==> config.mk <==
export PLATFORM = sky130hd
export DESIGN_NAME = sequence_generator_flat
export DESIGN_NICKNAME = d
export VERILOG_FILES = /design/src/rtl/sequence_generator_pkg.sv /design/src/rtl/sequence_generator_if.sv /design/src/rtl/sequence_generator_rate_divider.sv /design/src/rtl/sequence_generator.sv /design/src/flat_wrapper.sv
export SDC_FILE = /design/constraint.sdc
export NUM_CORES = 1
export LEC_CHECK = 0
export ABC_AREA = 1
export CORE_AREA = 2 2 59 61
export DETAILED_ROUTE_END_ITERATION = 8
export DIE_AREA = 0 0 61 63
export GPL_ROUTABILITY_DRIVEN = 1
export PLACE_DENSITY = 0.83
export SLEW_MARGIN = 30
export SYNTH_ARGS = -nofsm -noshare
export SYNTH_HDL_FRONTEND = slang
export SYNTH_SLANG_ARGS = --single-unit
export TNS_END_PERCENT = 10
==> constraint.sdc <==
create_clock -name clock -period 1.56 [get_ports clock]
set_input_delay 0.39 -clock clock [delete_from_list [all_inputs] [get_ports clock]]
set_output_delay 0.39 -clock clock [all_outputs]
set_load 0.005 [all_outputs]
==> src/rtl/sequence_generator_pkg.sv <==
// Shared constants for the serial pattern transmitter: FSM state encoding and default widths.
package seq_gen_pkg;

    localparam int PAT_W_DEF = 8;
    localparam int LEN_W_DEF = 4;
    localparam int REP_W_DEF = 4;
    localparam int DIV_DEF   = 1;

    // Encoding is visible on the debug LEDs, so it is fixed rather than tool-chosen.
    localparam logic [1:0] IDLE  = 2'b00;
    localparam logic [1:0] SHIFT = 2'b01;
    localparam logic [1:0] GAP   = 2'b10;
    localparam logic [1:0] DONE  = 2'b11;

endpackage

==> src/rtl/sequence_generator_if.sv <==
// Request/serial-output bundle of the sequence generator; the requester is master, the generator slave.
interface sequence_generator_if
    import seq_gen_pkg::*;
#(
    parameter int PAT_W = PAT_W_DEF,
    parameter int LEN_W = LEN_W_DEF,
    parameter int REP_W = REP_W_DEF
);
    logic             i_start;
    logic [PAT_W-1:0] i_pattern;
    logic [LEN_W-1:0] i_len;
    logic [REP_W-1:0] i_repeat;
    logic             o_w_out;
    logic             o_w_valid;
    logic             o_busy;
    logic             o_done;
    logic             o_bad_cfg;
    logic [1:0]       o_state;

    modport master (
        output i_start, i_pattern, i_len, i_repeat,
        input  o_w_out, o_w_valid, o_busy, o_done, o_bad_cfg, o_state
    );

    modport slave (
        input  i_start, i_pattern, i_len, i_repeat,
        output o_w_out, o_w_valid, o_busy, o_done, o_bad_cfg, o_state
    );
endinterface

==> src/rtl/sequence_generator_rate_divider.sv <==
// Bit-period divider: a down-counter that ticks every DIV cycles and restarts on load.
module rate_divider #(
    parameter int DIV = 1
) (
    input  logic clock,
    input  logic resetn,
    input  logic i_load,
    output logic o_tick
);
    localparam int          CW     = (DIV > 1) ? $clog2(DIV) : 1;
    localparam logic [CW-1:0] RELOAD = CW'(DIV - 1);

    logic [CW-1:0] r_count;

    // NOTE: reset is synchronous and all state uses non-blocking assignments so every
    // register samples the same pre-edge values regardless of block ordering.
    always_ff @(posedge clock) begin
        if (!resetn)
            r_count <= '0;
        else if (i_load || r_count == '0)
            r_count <= RELOAD;
        else
            r_count <= r_count - CW'(1);
    end

    assign o_tick = (r_count == '0);
endmodule

==> src/rtl/sequence_generator.sv <==
// Serial pattern transmitter feeding a sequence detector's w input, MSB-first with repeats.
// Define SEQGEN_GAP_EN to insert one idle bit period between repetitions.
module sequence_generator
    import seq_gen_pkg::*;
#(
    parameter int PAT_W = PAT_W_DEF,
    parameter int LEN_W = LEN_W_DEF,
    parameter int REP_W = REP_W_DEF,
    parameter int DIV   = DIV_DEF
) (
    input logic                 clock,
    input logic                 resetn,
    sequence_generator_if.slave io
);
    localparam logic [LEN_W-1:0] MAX_LEN = LEN_W'(PAT_W);

    logic [1:0]       r_state;
    logic [PAT_W-1:0] r_pat;
    logic [LEN_W-1:0] r_len;
    logic [LEN_W-1:0] r_idx;
    logic [REP_W-1:0] r_rep_left;
    logic             r_bad_cfg;

    logic             w_len_ok;
    logic             w_accept;
    logic             w_reject;
    logic             w_tick;
    logic [PAT_W-1:0] w_shifted;

    assign w_len_ok = (io.i_len != '0) && (io.i_len <= MAX_LEN);
    assign w_accept = (r_state == IDLE) && io.i_start && w_len_ok;
    assign w_reject = (r_state == IDLE) && io.i_start && !w_len_ok;

    rate_divider #(.DIV(DIV)) u_rate_divider (
        .clock  (clock),
        .resetn (resetn),
        .i_load (w_accept),
        .o_tick (w_tick)
    );

    always_ff @(posedge clock) begin
        if (!resetn) begin
            r_state    <= IDLE;
            r_pat      <= '0;
            r_len      <= '0;
            r_idx      <= '0;
            r_rep_left <= '0;
            r_bad_cfg  <= 1'b0;
        end else begin
            r_bad_cfg <= w_reject;
            case (r_state)
                IDLE: begin
                    if (w_accept) begin
                        r_pat      <= io.i_pattern;
                        r_len      <= io.i_len;
                        r_idx      <= io.i_len - LEN_W'(1);
                        r_rep_left <= io.i_repeat;
                        r_state    <= SHIFT;
                    end
                end
                SHIFT: begin
                    if (w_tick) begin
                        if (r_idx != '0) begin
                            r_idx <= r_idx - LEN_W'(1);
                        end else if (r_rep_left == '0) begin
                            r_state <= DONE;
                        end else begin
                            // rep_left is only decremented after the zero check, so it cannot wrap.
                            r_rep_left <= r_rep_left - REP_W'(1);
`ifdef SEQGEN_GAP_EN
                            r_state <= GAP;
`else
                            r_idx   <= r_len - LEN_W'(1);
`endif
                        end
                    end
                end
                GAP: begin
`ifdef SEQGEN_GAP_EN
                    if (w_tick) begin
                        r_idx   <= r_len - LEN_W'(1);
                        r_state <= SHIFT;
                    end
`else
                    r_state <= IDLE;
`endif
                end
                DONE: begin
                    r_state <= IDLE;
                end
            endcase
        end
    end

    // Outputs are pure Moore decodes of the state, so reset clears them together with it.
    assign w_shifted    = r_pat >> r_idx;
    assign io.o_w_out   = (r_state == SHIFT) && w_shifted[0];
    assign io.o_w_valid = (r_state == SHIFT);
    assign io.o_busy    = (r_state == SHIFT) || (r_state == GAP);
    assign io.o_done    = (r_state == DONE);
    assign io.o_bad_cfg = r_bad_cfg;
    assign io.o_state   = r_state;
endmodule

==> src/flat_wrapper.sv <==
// flat-port wrapper written by rule: the top's interface ports become plain ports
module sequence_generator_flat import seq_gen_pkg::*;
#(
    parameter int PAT_W = PAT_W_DEF,
    parameter int LEN_W = LEN_W_DEF,
    parameter int REP_W = REP_W_DEF,
    parameter int DIV   = DIV_DEF
)
  (clock, resetn, io_i_start, io_i_pattern, io_i_len, io_i_repeat, io_o_w_out, io_o_w_valid, io_o_busy, io_o_done, io_o_bad_cfg, io_o_state);
  sequence_generator_if #(.PAT_W(PAT_W), .LEN_W(LEN_W), .REP_W(REP_W)) io_i ();
  input logic clock;
  input logic resetn;
  input wire logic [$bits(io_i.i_start)-1:0] io_i_start;
  input wire logic [$bits(io_i.i_pattern)-1:0] io_i_pattern;
  input wire logic [$bits(io_i.i_len)-1:0] io_i_len;
  input wire logic [$bits(io_i.i_repeat)-1:0] io_i_repeat;
  output wire logic [$bits(io_i.o_w_out)-1:0] io_o_w_out;
  output wire logic [$bits(io_i.o_w_valid)-1:0] io_o_w_valid;
  output wire logic [$bits(io_i.o_busy)-1:0] io_o_busy;
  output wire logic [$bits(io_i.o_done)-1:0] io_o_done;
  output wire logic [$bits(io_i.o_bad_cfg)-1:0] io_o_bad_cfg;
  output wire logic [$bits(io_i.o_state)-1:0] io_o_state;
  assign io_i.i_start = io_i_start;
  assign io_i.i_pattern = io_i_pattern;
  assign io_i.i_len = io_i_len;
  assign io_i.i_repeat = io_i_repeat;
  assign io_o_w_out = io_i.o_w_out;
  assign io_o_w_valid = io_i.o_w_valid;
  assign io_o_busy = io_i.o_busy;
  assign io_o_done = io_i.o_done;
  assign io_o_bad_cfg = io_i.o_bad_cfg;
  assign io_o_state = io_i.o_state;
  sequence_generator #(.PAT_W(PAT_W), .LEN_W(LEN_W), .REP_W(REP_W), .DIV(DIV)) u_core (.clock(clock), .resetn(resetn), .io(io_i));
endmodule
==> impl_metrics.json <==
{
  "yosysSeqAreaShare": 0.345,
  "path_max_fanout": 2,
  "reg2reg_slack_ns": -0.12,
  "crit_path_cell_trace": "buf_6, ha_4, inv_4, nor2_4, nand2_1, a31oi_1, buf_2",
  "cp.required_ns": 1.17,
  "crit_buf_inv": 3,
  "synthDistinctLibCells": 29,
  "cpPeakStageDelay_ns": 0.36,
  "status": "finished, violations left",
  "die_x_um": 61,
  "final_antenna_net_count": 0,
  "hold_class": "flop to flop",
  "drcViolationCount": 0,
  "yosysWarnings": 0,
  "nNetsFinal": 276,
  "drt-pass1-iter-count": 4,
  "clkLatencyLatePin_ns": 0.32,
  "grt_pass1_wl_mm": 5.24,
  "layout.cells.non_filler": 295,
  "placement.io_buffers": 25,
  "io_pins": 26,
  "fin_tns_setup_ns": -0.635,
  "dp_hpwl_mm": 2.34,
  "endpoint_kind": "output port",
  "core.rowCount": 21,
  "whs_ns": 0.473,
  "viasPerCell": 4.71,
  "mostFrequentLayoutCells": "nand2_1, buf_4, dfxtp_1, clkdlybuf4s50_1, a21oi_1",
  "gp_congestion": 0.836,
  "fin_crit_sh": 1.12,
  "syn_area_per_cell_um2": 7.11,
  "die_area_um2": 3840,
  "num-fill-cells": 292,
  "finClkSkew_ns": 0.00269,
  "track_usage": 0.175,
  "antenna_found_initial": 0,
  "worstHoldStart": "u_core.r_pat[2]$_SDFFE_PN0P_",
  "postPlaceCellArea_um2": 1880,
  "design_area_um2": 2020,
  "cp.arrival_ns": 1.35,
  "grt_max_degree": 16,
  "timing.rr.end": "u_core.r_idx[2]$_SDFFE_PN0P_",
  "setup_viol": 6,
  "initial_core_util": 0.431,
  "crit_slowest_cell": "dfxtp_2",
  "grt_pass1_vias": 1314,
  "startpoint": "u_core.io.o_state[0]$_SDFFE_PN0P_",
  "die_h_um": 63,
  "setup_ws_ns": -0.184,
  "vdd_drop_max_v": 0.000875,
  "grt_overflow": 0,
  "power_mw": 3.20,
  "layout-drive-gt1-share": 0.305,
  "fin_crit_ns": 1.74,
  "place_ws_ns": -0.304,
  "maxClockFrequency_mhz": 573,
  "final_core_util": 0.624,
  "cap_viol_max_count": 0,
  "diodes": 0,
  "r2r-start": "u_core.io.o_state[0]$_SDFFE_PN0P_",
  "syn_area_um2": 1390,
  "ff2ff_path_depth": 10,
  "clockBufferDepth": 2,
  "clock-sinks": 24,
  "cp.depth": 7,
  "synth_fp_nets": 222,
  "dr.first_iter.drc_count": 37,
  "startpoint_type": "flop",
  "area_delta_synth_final_pct": 44.9,
  "rsz0062_at_grt": "true",
  "coreArea_um2": 3230,
  "routedWlPerCell_um": 10.8,
  "synth-seq-cells": 24,
  "htreeDepth": 1,
  "dp_cells": 287,
  "cpLargestDelayFamily": "flip-flops",
  "cts-root-buf": "clkbuf_4",
  "cts_tree": "done",
  "path_class": "flop to output port",
  "leakagePower_nw": 0.913,
  "vias": 1389,
  "cts_buffers": 3,
  "power.density_nw_per_um2": 1580,
  "drv_slew": 0,
  "cp-endpoint": "io_o_w_out",
  "violations": "negative setup slack",
  "layout.cells.most_common": "nand2_1",
  "synthCells": 196,
  "cts.clk_slew.worst_paths_ns": 0.14,
  "routed_wl_mm": 3.18,
  "hold_viol_final": 0
}
[flip-flops by register name, summed over array words and instances (netlist names)]
register                       flops
u_core.io.o_bad_cfg                1
u_core.io.o_state                  2
u_core.r_idx                       4
u_core.r_len                       4
u_core.r_pat                       8
u_core.r_rep_left                  4
u_core.u_rate_divider.r_count      1
[worst min-delay path by stage]
stage          cells after the start                           end  slack (ns)
2_1_floorplan                      2  u_core.r_pat[1]$_SDFFE_PN0P_        0.43
3_3_place_gp                       2  u_core.r_pat[6]$_SDFFE_PN0P_        0.45
3_5_place_dp                       2  u_core.r_pat[5]$_SDFFE_PN0P_        0.46
4_1_cts                            2  u_core.r_pat[5]$_SDFFE_PN0P_        0.47
5_1_grt                            2  u_core.r_pat[1]$_SDFFE_PN0P_        0.50
6_report                           2  u_core.r_pat[2]$_SDFFE_PN0P_        0.47
[area by class of cell]
| type | instances | area (µm²) | area share |
|---|---|---|---|
| clock buffers | 3 | 22.5 | 0.0112 |
| well taps | 46 | 57.6 | 0.0285 |
| multi-input cells | 144 | 858 | 0.425 |
| inverters | 24 | 92.6 | 0.0459 |
| repair buffers | 53 | 465 | 0.231 |
| flip-flops and latches | 24 | 492 | 0.244 |
| clock inverters | 1 | 30.0 | 0.0149 |
[routing by layer]
layer,routed length [µm],global-route usage,share of wire,vias to the layer above
met5,0,0,0,-
met4,28,0.0408,0.0088,0
met3,107,0.0455,0.034,4
met2,1690,0.320,0.53,23
met1,1350,0.194,0.43,633
li1,-,-,-,729
[Yosys cell counts (all sizes together)]
cell type	n	area share
xnor2	1	0.0063
nor2	21	0.067
clkinv	3	0.0081
a31oi	1	0.0045
dfxtp	24	0.35
nand2	57	0.17
nor3	1	0.0036
o21ai	14	0.050
buf	4	0.023
a211oi	1	0.0054
xor2	2	0.013
conb	1	0.0027
or2	2	0.0090
inv	21	0.058
nand3	12	0.074
ha	7	0.063
a21oi	22	0.090
nand4	2	0.0090
[worst register-to-register path, delay by kind of cell, from the launching register on]
| family | cells | cell delay (ns) |
|---|---|---|
| buffers and inverters | 2 | 0.25 |
| adder cells (fa/ha/maj) | 2 | 0.30 |
| flip-flops | 1 | 0.35 |
| XOR/XNOR | 1 | 0.14 |
| AND/OR/NAND/NOR | 5 | 0.56 |
[cells by family after synthesis]
| family | synth area share |
|---|---|
| AND/OR/NAND/NOR | 0.331 |
| AO/OA/AOI/OAI | 0.150 |
| buffers and inverters | 0.0898 |
| flip-flops | 0.345 |
| adder cells (fa/ha/maj) | 0.0629 |
| XOR/XNOR | 0.0189 |
| other | 0.00269 |
[timing repair]
item                       in CTS  in global routing
gates resized for setup        18                 26
setup endpoints to repair      19                 26
hold buffers                    0                  0
setup buffers                   2                  2
[report_power, final]
group          switching, mW  internal, mW
clock                  0.198         0.260
combinational           1.01         0.874
sequential            0.0919         0.764
total                   1.30          1.90
(Power assumes the default switching activity.)
